<file path="src/rtl/fifo_rd_ptr_ctrl_if.sv">
// Read-side handshake bundle between the FIFO read controller and its consumer.
interface fifo_rd_ptr_ctrl_if #(
    parameter int ADDR_W = 4
);
    logic              RD_EN_i;
    logic [ADDR_W:0]   WPTR_GRAY_i;
    logic [ADDR_W:0]   RPTR_GRAY_o;
    logic [ADDR_W-1:0] RADDR_o;
    logic              EMPTY_o;
    logic              RD_ACK_o;
    logic [ADDR_W:0]   LEVEL_o;
    logic              ALMOST_EMPTY_o;

    modport master (
        output RD_EN_i,
        output WPTR_GRAY_i,
        input  RPTR_GRAY_o,
        input  RADDR_o,
        input  EMPTY_o,
        input  RD_ACK_o,
        input  LEVEL_o,
        input  ALMOST_EMPTY_o
    );

    modport slave (
        input  RD_EN_i,
        input  WPTR_GRAY_i,
        output RPTR_GRAY_o,
        output RADDR_o,
        output EMPTY_o,
        output RD_ACK_o,
        output LEVEL_o,
        output ALMOST_EMPTY_o
    );
endinterface

</file>
<file path="src/rtl/fifo_rd_ptr_ctrl.sv">
// Async FIFO read-domain pointer and empty-flag controller.
// Define RPTR_LEVEL_EN to build the fill level and almost-empty flag.
module fifo_rd_ptr_ctrl #(
    parameter int          ADDR_W    = 4,
    parameter int unsigned AE_THRESH = 2
) (
    input logic               CLK_i,
    input logic               RST_i,
    fifo_rd_ptr_ctrl_if.slave bus
);
    localparam int PW = ADDR_W + 1;

    logic [PW-1:0] wq1_q;
    logic [PW-1:0] wq1_d;
    logic [PW-1:0] wq2_q;
    logic [PW-1:0] wq2_d;
    logic [PW-1:0] rbin_q;
    logic [PW-1:0] rbin_d;
    logic [PW-1:0] rgray_q;
    logic [PW-1:0] rgray_d;
    logic          empty_q;
    logic          empty_d;
    logic          ack_q;
    logic          ack_d;
    logic          rd_acc;

    // Empty is judged against the next pointer so the last read
    // raises the flag on its own edge and no overshoot can occur.
    always_comb begin
        rd_acc  = bus.RD_EN_i & ~empty_q;
        wq1_d   = bus.WPTR_GRAY_i;
        wq2_d   = wq1_q;
        rbin_d  = rbin_q + {{(PW-1){1'b0}}, rd_acc};
        rgray_d = rbin_d ^ (rbin_d >> 1);
        empty_d = (rgray_d == wq2_q);
        ack_d   = rd_acc;
    end

    always_ff @(posedge CLK_i) begin
        if (RST_i) begin
            wq1_q   <= '0;
            wq2_q   <= '0;
            rbin_q  <= '0;
            rgray_q <= '0;
            empty_q <= 1'b1;
            ack_q   <= 1'b0;
        end else begin
            wq1_q   <= wq1_d;
            wq2_q   <= wq2_d;
            rbin_q  <= rbin_d;
            rgray_q <= rgray_d;
            empty_q <= empty_d;
            ack_q   <= ack_d;
        end
    end

    assign bus.RPTR_GRAY_o = rgray_q;
    assign bus.RADDR_o     = rbin_q[ADDR_W-1:0];
    assign bus.EMPTY_o     = empty_q;
    assign bus.RD_ACK_o    = ack_q;

`ifdef RPTR_LEVEL_EN
    localparam logic [PW-1:0] AE_LVL = PW'(AE_THRESH);

    logic [PW-1:0] wbin;
    logic [PW-1:0] level_d;
    logic [PW-1:0] level_q;
    logic          ae_d;
    logic          ae_q;

    always_comb begin
        wbin = '0;
        for (int i = 0; i < PW; i++) begin
            wbin[i] = ^(wq2_q >> i);
        end
        level_d = wbin - rbin_d;
        ae_d    = (level_d <= AE_LVL);
    end

    always_ff @(posedge CLK_i) begin
        if (RST_i) begin
            level_q <= '0;
            ae_q    <= 1'b1;
        end else begin
            level_q <= level_d;
            ae_q    <= ae_d;
        end
    end

    assign bus.LEVEL_o        = level_q;
    assign bus.ALMOST_EMPTY_o = ae_q;
`else
    logic unused_ae_thresh;
    assign unused_ae_thresh   = ^AE_THRESH;
    assign bus.LEVEL_o        = '0;
    assign bus.ALMOST_EMPTY_o = 1'b0;
`endif

endmodule

</file>
<file path="src/flat_wrapper.sv">
// flat-port wrapper written by rule: the top's interface ports become plain ports
module fifo_rd_ptr_ctrl_flat 
#(
    parameter int          ADDR_W    = 4,
    parameter int unsigned AE_THRESH = 2
)
  (CLK_i, RST_i, bus_RD_EN_i, bus_WPTR_GRAY_i, bus_RPTR_GRAY_o, bus_RADDR_o, bus_EMPTY_o, bus_RD_ACK_o, bus_LEVEL_o, bus_ALMOST_EMPTY_o);
  fifo_rd_ptr_ctrl_if #(.ADDR_W(ADDR_W)) bus_i ();
  input logic CLK_i;
  input logic RST_i;
  input wire logic [$bits(bus_i.RD_EN_i)-1:0] bus_RD_EN_i;
  input wire logic [$bits(bus_i.WPTR_GRAY_i)-1:0] bus_WPTR_GRAY_i;
  output wire logic [$bits(bus_i.RPTR_GRAY_o)-1:0] bus_RPTR_GRAY_o;
  output wire logic [$bits(bus_i.RADDR_o)-1:0] bus_RADDR_o;
  output wire logic [$bits(bus_i.EMPTY_o)-1:0] bus_EMPTY_o;
  output wire logic [$bits(bus_i.RD_ACK_o)-1:0] bus_RD_ACK_o;
  output wire logic [$bits(bus_i.LEVEL_o)-1:0] bus_LEVEL_o;
  output wire logic [$bits(bus_i.ALMOST_EMPTY_o)-1:0] bus_ALMOST_EMPTY_o;
  assign bus_i.RD_EN_i = bus_RD_EN_i;
  assign bus_i.WPTR_GRAY_i = bus_WPTR_GRAY_i;
  assign bus_RPTR_GRAY_o = bus_i.RPTR_GRAY_o;
  assign bus_RADDR_o = bus_i.RADDR_o;
  assign bus_EMPTY_o = bus_i.EMPTY_o;
  assign bus_RD_ACK_o = bus_i.RD_ACK_o;
  assign bus_LEVEL_o = bus_i.LEVEL_o;
  assign bus_ALMOST_EMPTY_o = bus_i.ALMOST_EMPTY_o;
  fifo_rd_ptr_ctrl #(.ADDR_W(ADDR_W), .AE_THRESH(AE_THRESH)) u_core (.CLK_i(CLK_i), .RST_i(RST_i), .bus(bus_i));
endmodule
</file>
<file path="config.mk">
export PLATFORM = sky130hd
export DESIGN_NAME = fifo_rd_ptr_ctrl_flat
export DESIGN_NICKNAME = d
export VERILOG_FILES = /design/src/rtl/fifo_rd_ptr_ctrl_if.sv /design/src/rtl/fifo_rd_ptr_ctrl.sv /design/src/flat_wrapper.sv
export SDC_FILE = /design/constraint.sdc
export NUM_CORES = 1
export LEC_CHECK = 0
export ABC_CLOCK_PERIOD_IN_PS = 4400
export CAP_MARGIN = 20
export CORE_MARGIN = 2
export CORE_UTILIZATION = 42
export DETAILED_ROUTE_END_ITERATION = 16
export PLACE_DENSITY = 0.73
export SKIP_CTS_REPAIR_TIMING = 1
export SLEW_MARGIN = 30
export SYNTH_ARGS = -nofsm -noshare
export SYNTH_HDL_FRONTEND = slang
export SYNTH_SLANG_ARGS = --single-unit
</file>
<file path="constraint.sdc">
create_clock -name CLK_i -period 4.4 [get_ports CLK_i]
set_input_delay 0.88 -clock CLK_i [delete_from_list [all_inputs] [get_ports CLK_i]]
set_output_delay 0.88 -clock CLK_i [all_outputs]
set_load 0.01 [all_outputs]
</file>
[Word-level counts from Yosys, hierarchy flattened]
Cells that the tools add are included.
Word-level totals
  output and inout bits: 17
  input port bits: 8
  bits in registers: 22
  logic and storage cells: 11
Cells by class
  bitwise logic cells: 3
  add/sub/neg operators: 1
  equal/unequal tests: 1
Operators by type and width (number)
  $add 5x1->5: 1
  $eq 5x5->1: 1
  $xor 5x4->5: 1
  $and 1x1->1: 1
  $not 1->1: 1

[Depth between registers and ports, before layout]
  word-level depth: 5
  mapped depth: 7

[Least setup slack after synthesis]
No wires, ideal clock.
  path kind: input to register
  start point: in bus_RD_EN_i
  end point: reg u_core.empty_q, in the netlist u_core.bus.EMPTY_o
  slack: 2.086 ns
  buffers on the path: 0
  setup time: 0.116 ns
  stages on the path: 7
  arrival time: 2.198 ns
  cells stage by stage: nor2b_1 -> ha_1 -> ha_1 -> xnor2_1 -> xor2_1 -> xnor2_1 -> a41o_1
On the way
  longest elaborated chain between the ends: 4
Ends and longest elaborated chain
  from (decl): line flat_wrapper.sv:11  | input wire logic [$bits(bus_i.RD_EN_i)-1:0] bus_RD_EN_i;
  $and 1x1->1: line fifo_rd_ptr_ctrl.sv:30  | rd_acc = bus.RD_EN_i & ~empty_q;
  $add 5x1->5: line fifo_rd_ptr_ctrl.sv:33  | rbin_d = rbin_q + {{(PW-1){1'b0}}, rd_acc};
  $xor 5x4->5: line fifo_rd_ptr_ctrl.sv:34  | rgray_d = rbin_d ^ (rbin_d >> 1);
  $eq 5x5->1: line fifo_rd_ptr_ctrl.sv:35  | empty_d = (rgray_d == wq2_q);
  to (signal assigned): line fifo_rd_ptr_ctrl.sv:52  | empty_q <= empty_d;
  to (decl): line fifo_rd_ptr_ctrl.sv:21  | logic empty_q;
No other way between the ends.
A chain may end at the register's enable or synchronous reset.

[Worst setup path after layout]
  start point: in bus_RD_EN_i
  end point: reg u_core.empty_q, in the netlist u_core.bus.EMPTY_o
On the way
  longest elaborated chain between the ends: 4
Ends and longest elaborated chain
  $and 1x1->1: line fifo_rd_ptr_ctrl.sv:30
  net u_core.ack_d: line fifo_rd_ptr_ctrl.sv:24  | logic ack_d;
  $add 5x1->5: line fifo_rd_ptr_ctrl.sv:33
  $xor 5x4->5: line fifo_rd_ptr_ctrl.sv:34
  $eq 5x5->1: line fifo_rd_ptr_ctrl.sv:35
The timed path passes the listed nets, and every way through them passes these cells.

==> impl_metrics.toml <==
[global_routing]
grt_pass1_vias = 425
grt_overflow = 0
grt_max_degree = 22
antenna_found_initial = 0
grt_util_all_layers = 0.103
grt_pass1_wl_um = 1810

[power_and_ir_drop]
power.leakage_nw = 0.411
p_total_mw = 0.337
peakVddDrop_v = 0.000193
p_per_area_nw_per_um2 = 324

[place]
pre_cts_ws_ns = 1.54
gp_congestion = 0.698
io_buffers = 18
hpwl_um = 809
place_area_sq_um = 1010

[finish]
drive_gt1_frac = 0.0714
nets = 109
synthToLayoutAreaGrowth_pct = 24.8
design_area_sq_um = 1040
n_antenna_cell = 0
fin_util = 0.541
fill_cells = 181

[clock_tree]
cts_buffer_depth = 2
tritoncts = "done"
cts_root_buffer = "clkbuf_4"
cts_buffers = 3
clock-sinks = 21
path_clk_slew_ns = 0.11
htree_num_levels = 1
insertion_delay_ns = 0.30

[sta]
worst_pin_slew_ns = 0.685
rsz0062_at_grt = "no"
fmax_mhz = 396
fin_crit_sh = 0.574
slew_headroom = 0.542
finalSetupTns_ns = 0
hold_viol = 0
setup_ws_ns = 1.87
setup_viol = 0
min_period_ns = 2.53
slew_viol_final = 0
fin_skew_ns = 0.00204

[logic_synthesis]
synth_cell_types = 19
synthArstFlopShare = 0
ys.flop_type = "dfxtp_1"
synthCells = 79
synth_area_leaders = "dfxtp_1 (50%), nor2b_1 (11%), xnor2_1 (9.5%)"
ys_warn_count = 0
synth_area_leader_cell = "dfxtp_1"
synth.most_common_cell = "dfxtp_1"
synth_edf_count = 0
synth.top_cell.area_share = 0.505
netlist_area_sq_um = 833
ys_ff_latch = 21
ys_seq_area_frac = 0.505
syn_avg_cell_area_sq_um = 10.5
synth_commonest_cells = "dfxtp_1 (21), nor2b_1 (15), xnor2_1 (9), buf_4 (6), nor2_1 (6)"

[floorplan]
core_area_sq_um = 1920
die_w_um = 48.5
start_util = 0.434
pin_count = 25
row_count = 16
die_h_um = 48.5
die_area_sq_um = 2360

[detailed_routing]
wl_per_cell_um = 8.74
drc_errors = 0
vias = 529
via_per_inst = 4.23
drtIter0Drc = 1
drt_wl_total_um = 1090
dr.pass1.iters = 4
ant_nets = 0

[worst_hold_path]
hold_class = "reg -> reg"
holdPathStages = 1
hp-start = "u_core.wq1_q[3]$_SDFF_PP0_"
hold_end = "u_core.wq2_q[3]$_SDFF_PP0_"

[worst_setup_path]
worstSetupStartpointType = "input pin"
r2r_slack_ns = 2.56
cpMaxStageDelayCell = "clkdlybuf4s50_1"
cp-end-kind = "flop"
path_delay_family = "adder cells"
cp.arrival_ns = 2.77
r2r_cells = 7
reg2reg_from = "u_core.bus.EMPTY_o$_SDFF_PP1_"
cp_slowest_stage_delay_ns = 0.44
path_max_fanout = 5
cp_data_required_time_ns = 4.65
path_class = "in -> reg"
path_cells = "clkdlybuf4s50_1 -> nor2b_1 -> ha_1 -> ha_1 -> xor2_2 -> xnor2_1 -> mux2i_1 -> a41o_1"
worst-path-buf-inv = 1
r2r_end = "u_core.bus.EMPTY_o$_SDFF_PP1_"
worst_path_most_repeated_cell = "ha_1"

[flow_run]
cap_violations = 0

[run_status]
status = "finished clean"
[cell type report]
type / instances / area (sq um) / share of cell area
clock buffers: 4 / 26.3 / 0.0253
flip-flops and latches: 21 / 420 / 0.404
repair buffers: 18 / 180 / 0.173
well taps: 27 / 33.8 / 0.0325
multi-input cells: 55 / 379 / 0.365
[power by group]
group	total, mW	internal [mW]	switching (mW)
clock network	0.0910	0.0353	0.0557
registers	0.203	0.199	0.00361
logic	0.0432	0.0255	0.0177
total	0.337	0.260	0.0770
[registers in the layout, indices dropped and copies added, names as in the netlist]
| signal | flops |
|---|---|
| u_core.wq1_q | 5 |
| u_core.bus.RD_ACK_o | 1 |
| u_core.wq2_q | 5 |
| u_core.bus.EMPTY_o | 1 |
| u_core.bus.RPTR_GRAY_o | 5 |
| u_core.rbin_q | 4 |
[cells by family (layout without fill, tap and decap cells)]
logic type / after synthesis / in the layout / synth area share
adders and majority gates: 2 / 2 / 0.0300
muxes: 1 / 1 / 0.0120
DFF: 21 / 21 / 0.505
xor gates and xnor gates: 15 / 15 / 0.167
AOI/OAI and AO/OA: 3 / 3 / 0.0360
and+or+nand+nor: 28 / 28 / 0.183
buffers and inverters: 8 / 22 / 0.0631
other: 1 / 6 / 0.00450
[layer usage]
layer / track usage / vias up / wire, um
met4: 0.0571 / 0 / 23
met1: 0.131 / 230 / 533
met5: 0 / - / 0
li1: - / 272 / -
met2: 0.153 / 24 / 444
met3: 0.0370 / 3 / 91
[worst max path at each step]
stage          cells past startpoint                            end  slack [ns]         from
2_1_floorplan                      7  u_core.bus.EMPTY_o$_SDFF_PP1_        2.09  bus_RD_EN_i
3_5_place_dp                       8  u_core.bus.EMPTY_o$_SDFF_PP1_        1.54  bus_RD_EN_i
6_report                           8  u_core.bus.EMPTY_o$_SDFF_PP1_        1.87  bus_RD_EN_i
4_1_cts                            8  u_core.bus.EMPTY_o$_SDFF_PP1_        1.86  bus_RD_EN_i
5_1_grt                            8  u_core.bus.EMPTY_o$_SDFF_PP1_        1.72  bus_RD_EN_i
3_3_place_gp                       8  u_core.bus.EMPTY_o$_SDFF_PP1_        1.59  bus_RD_EN_i
[layout by cell type, fill, tap and decap left out, types with 2 or more instances in the layout]
cell type        instances
xnor2_1                  9
ha_1                     2
nand2_1                  3
nor2_1                   6
clkbuf_4                 3
xor2_1                   5
dfxtp_1                 21
clkdlybuf4s50_1         18
nor2b_1                 15
conb_1                   6
[stage by stage]
step | hold slack (ns) | cells
5_1_grt | 0.464 | 125
3_3_place_gp | 0.419 | 121
6_report | 0.447 | 125
3_5_place_dp | 0.420 | 121
2_1_floorplan | 0.414 | 84
4_1_cts | 0.447 | 125
Power figures use the tool's default switching activity.
==> RTL change, RTL diff (config.mk and constraints unchanged) <==
`ADDR_W` is set to 4 in 3 places; all go to 5.
--- a/src/rtl/fifo_rd_ptr_ctrl_if.sv
+++ b/src/rtl/fifo_rd_ptr_ctrl_if.sv
@@ -1,6 +1,6 @@
 // Read-side handshake bundle between the FIFO read controller and its consumer.
 interface fifo_rd_ptr_ctrl_if #(
-    parameter int ADDR_W = 4
+    parameter int ADDR_W = 5
 );
     logic              RD_EN_i;
     logic [ADDR_W:0]   WPTR_GRAY_i;
--- a/src/rtl/fifo_rd_ptr_ctrl.sv
+++ b/src/rtl/fifo_rd_ptr_ctrl.sv
@@ -1,7 +1,7 @@
 // Async FIFO read-domain pointer and empty-flag controller.
 // Define RPTR_LEVEL_EN to build the fill level and almost-empty flag.
 module fifo_rd_ptr_ctrl #(
-    parameter int          ADDR_W    = 4,
+    parameter int          ADDR_W    = 5,
     parameter int unsigned AE_THRESH = 2
 ) (
     input logic               CLK_i,
--- a/src/flat_wrapper.sv
+++ b/src/flat_wrapper.sv
@@ -1,7 +1,7 @@
 // flat-port wrapper written by rule: the top's interface ports become plain ports
 module fifo_rd_ptr_ctrl_flat 
 #(
-    parameter int          ADDR_W    = 4,
+    parameter int          ADDR_W    = 5,
     parameter int unsigned AE_THRESH = 2
 )
   (CLK_i, RST_i, bus_RD_EN_i, bus_WPTR_GRAY_i, bus_RPTR_GRAY_o, bus_RADDR_o, bus_EMPTY_o, bus_RD_ACK_o, bus_LEVEL_o, bus_ALMOST_EMPTY_o);
Ports: changed (resized bus_LEVEL_o, bus_RADDR_o, bus_RPTR_GRAY_o and bus_WPTR_GRAY_i); port bits go from 25 to 29. No check against the original RTL was run, so the function may have changed too.
==> RTL change against the original RTL <==
Area after synthesis increased by 35%. Routed wire length increased by 60%. Die area increased by 32%. First-iteration DRC count increased to 15 times the old value. Design area increased by 29%. Setup slack got worse by 410 ps. Sequential cell count increased by 4. Power increased by 18%. Combinational power increased by 16%. Synthesized cell count increased by 46%.
==> RTL change: results (changes against the original RTL) <==
Outcome
  – Outcome: completed

Yosys
  – Unique masters post-synth: 33 (+14)
  – Proportion of synthesized area in mux cells: 0.0100 (-0.00198)
  – Post-synthesis compound-gate area fraction: 0.0725 (+0.0364)
  – Synthesized-area fraction occupied by xor and xnor cells: 0.138 (-0.0284)
  – Synth cell count leaders: 25 x sky130_fd_sc_hd__dfxtp_1, 17 x sky130_fd_sc_hd__nor2b_1, 10 x sky130_fd_sc_hd__xnor2_1
  – Synth Area in Adders: 0.0223 (-0.00773)
  – Dominant cells by area after synthesis: sky130_fd_sc_hd__dfxtp_1 45%, sky130_fd_sc_hd__nor2b_1 9.5%, sky130_fd_sc_hd__xnor2_1 7.8%
  – Sequential area share after synthesis: 0.446 (-0.0586)

Place
  – Post-DP Area: 1310 um2 (+29%)
  – Final weighted congestion in routability-driven placement: 0.887 (+27%)
  – Minimum setup slack after placement: 1140 ps (-407 ps)

Power
  – Leakage power figure: 0.523 nW (+27%)
  – Maximum vdd drop: 0.205 mV (+6.4%)
  – Net Sw Frac: 0.238 (+0.00897)

Die
  – Die Width: 55.7 um (+15%)

Clock tree
  – Clock slew seen by the registers of the worst setup and hold paths: 130 ps (+20 ps)
  – Sink count of the clock tree: 25 (+19%)
  – Clock latency on the worst-skew pair: 320 ps (+20 ps)

Worst setup path
  – Reg2Reg Depth: 8 (+1)
  – Internal reg-to-reg setup slack: 2150 ps (-410 ps)

STA
  – Headroom to the max-slew limit: 0.427 (-0.115)
  – Clock skew after layout: 0.985 ps (-1.05 ps)

GRT
  – GRT Overall Usage: 0.125 (+0.0213)
  – Global-route wire length before repair: 3.07 mm (+69%)
  – Vias in the first global route: 694 (+63%)
  – Met2 usage: 0.194 (+0.0411)
  – Met1 Usage GRT: 0.153 (+0.0217)
  – Met3 track demand over resource: 0.0488 (+0.0118)
  – Pin count of the biggest net entering global routing: 26 (+18%)

Finish
  – Number of nets in the layout: 147 (+35%)
  – Number of ordinary and repair buffers in the finished layout: 21 (+3)
  – Layout fillers: 231 (+28%)
  – Multi-In Gates: 82 (+49%)
  – Clock network area share: 0.0233 (-0.00195)
  – Area growth, synth to finish: 19.5%
  – Signal inverters: 3 (+3)

Drt
  – Wire length on met3: 144 um (+58%)
  – Sum of met2 wire segment lengths after detailed routing: 803 um (+81%)
  – Wirelength per Cell: 10.6 um (+21%)
  – Total detailed-routing wirelength: 1.75 mm (+60%)
  – Violation count after the first detailed-route iteration: 15 (+14)
  – DR vias: 797 (+51%)

Worst hold path
  – Worst Min Path Start: u_core.wq1_q[0]
==> RTL change: cell types whose count changed after synthesis, sizes merged, moves of 2 or more <==
cell	delta
a21oi	+2
buf	+3
dfxtp	+4
inv	+3
nand3	+4
nor2	+3
nor2b	+2
nor3	+4
o21ai	+2
or3	+2
xnor2	+2
==> RTL change: power groups by stage <==
stage / clock (W) / combinational, W / sequential, W
2_1_floorplan: 0 / 0.0000318 / 0.000248
3_3_place_gp: 0 / 0.0000495 / 0.000246
3_5_place_dp: 0 / 0.0000504 / 0.000246
4_1_cts: 0.000111 / 0.0000506 / 0.000241
5_1_grt: 0.000123 / 0.0000558 / 0.000243
6_report: 0.000105 / 0.0000501 / 0.000241
==> RTL change: critical path, delay by kind of cell <==
kind / cells / cell delay (ps)
xor gates and xnor gates: 2 / 460
adders and majority gates: 2 / 580
buffers and inverters: 1 / 450
AOI/OAI and AO/OA: 2 / 310
and+or+nand+nor: 2 / 510
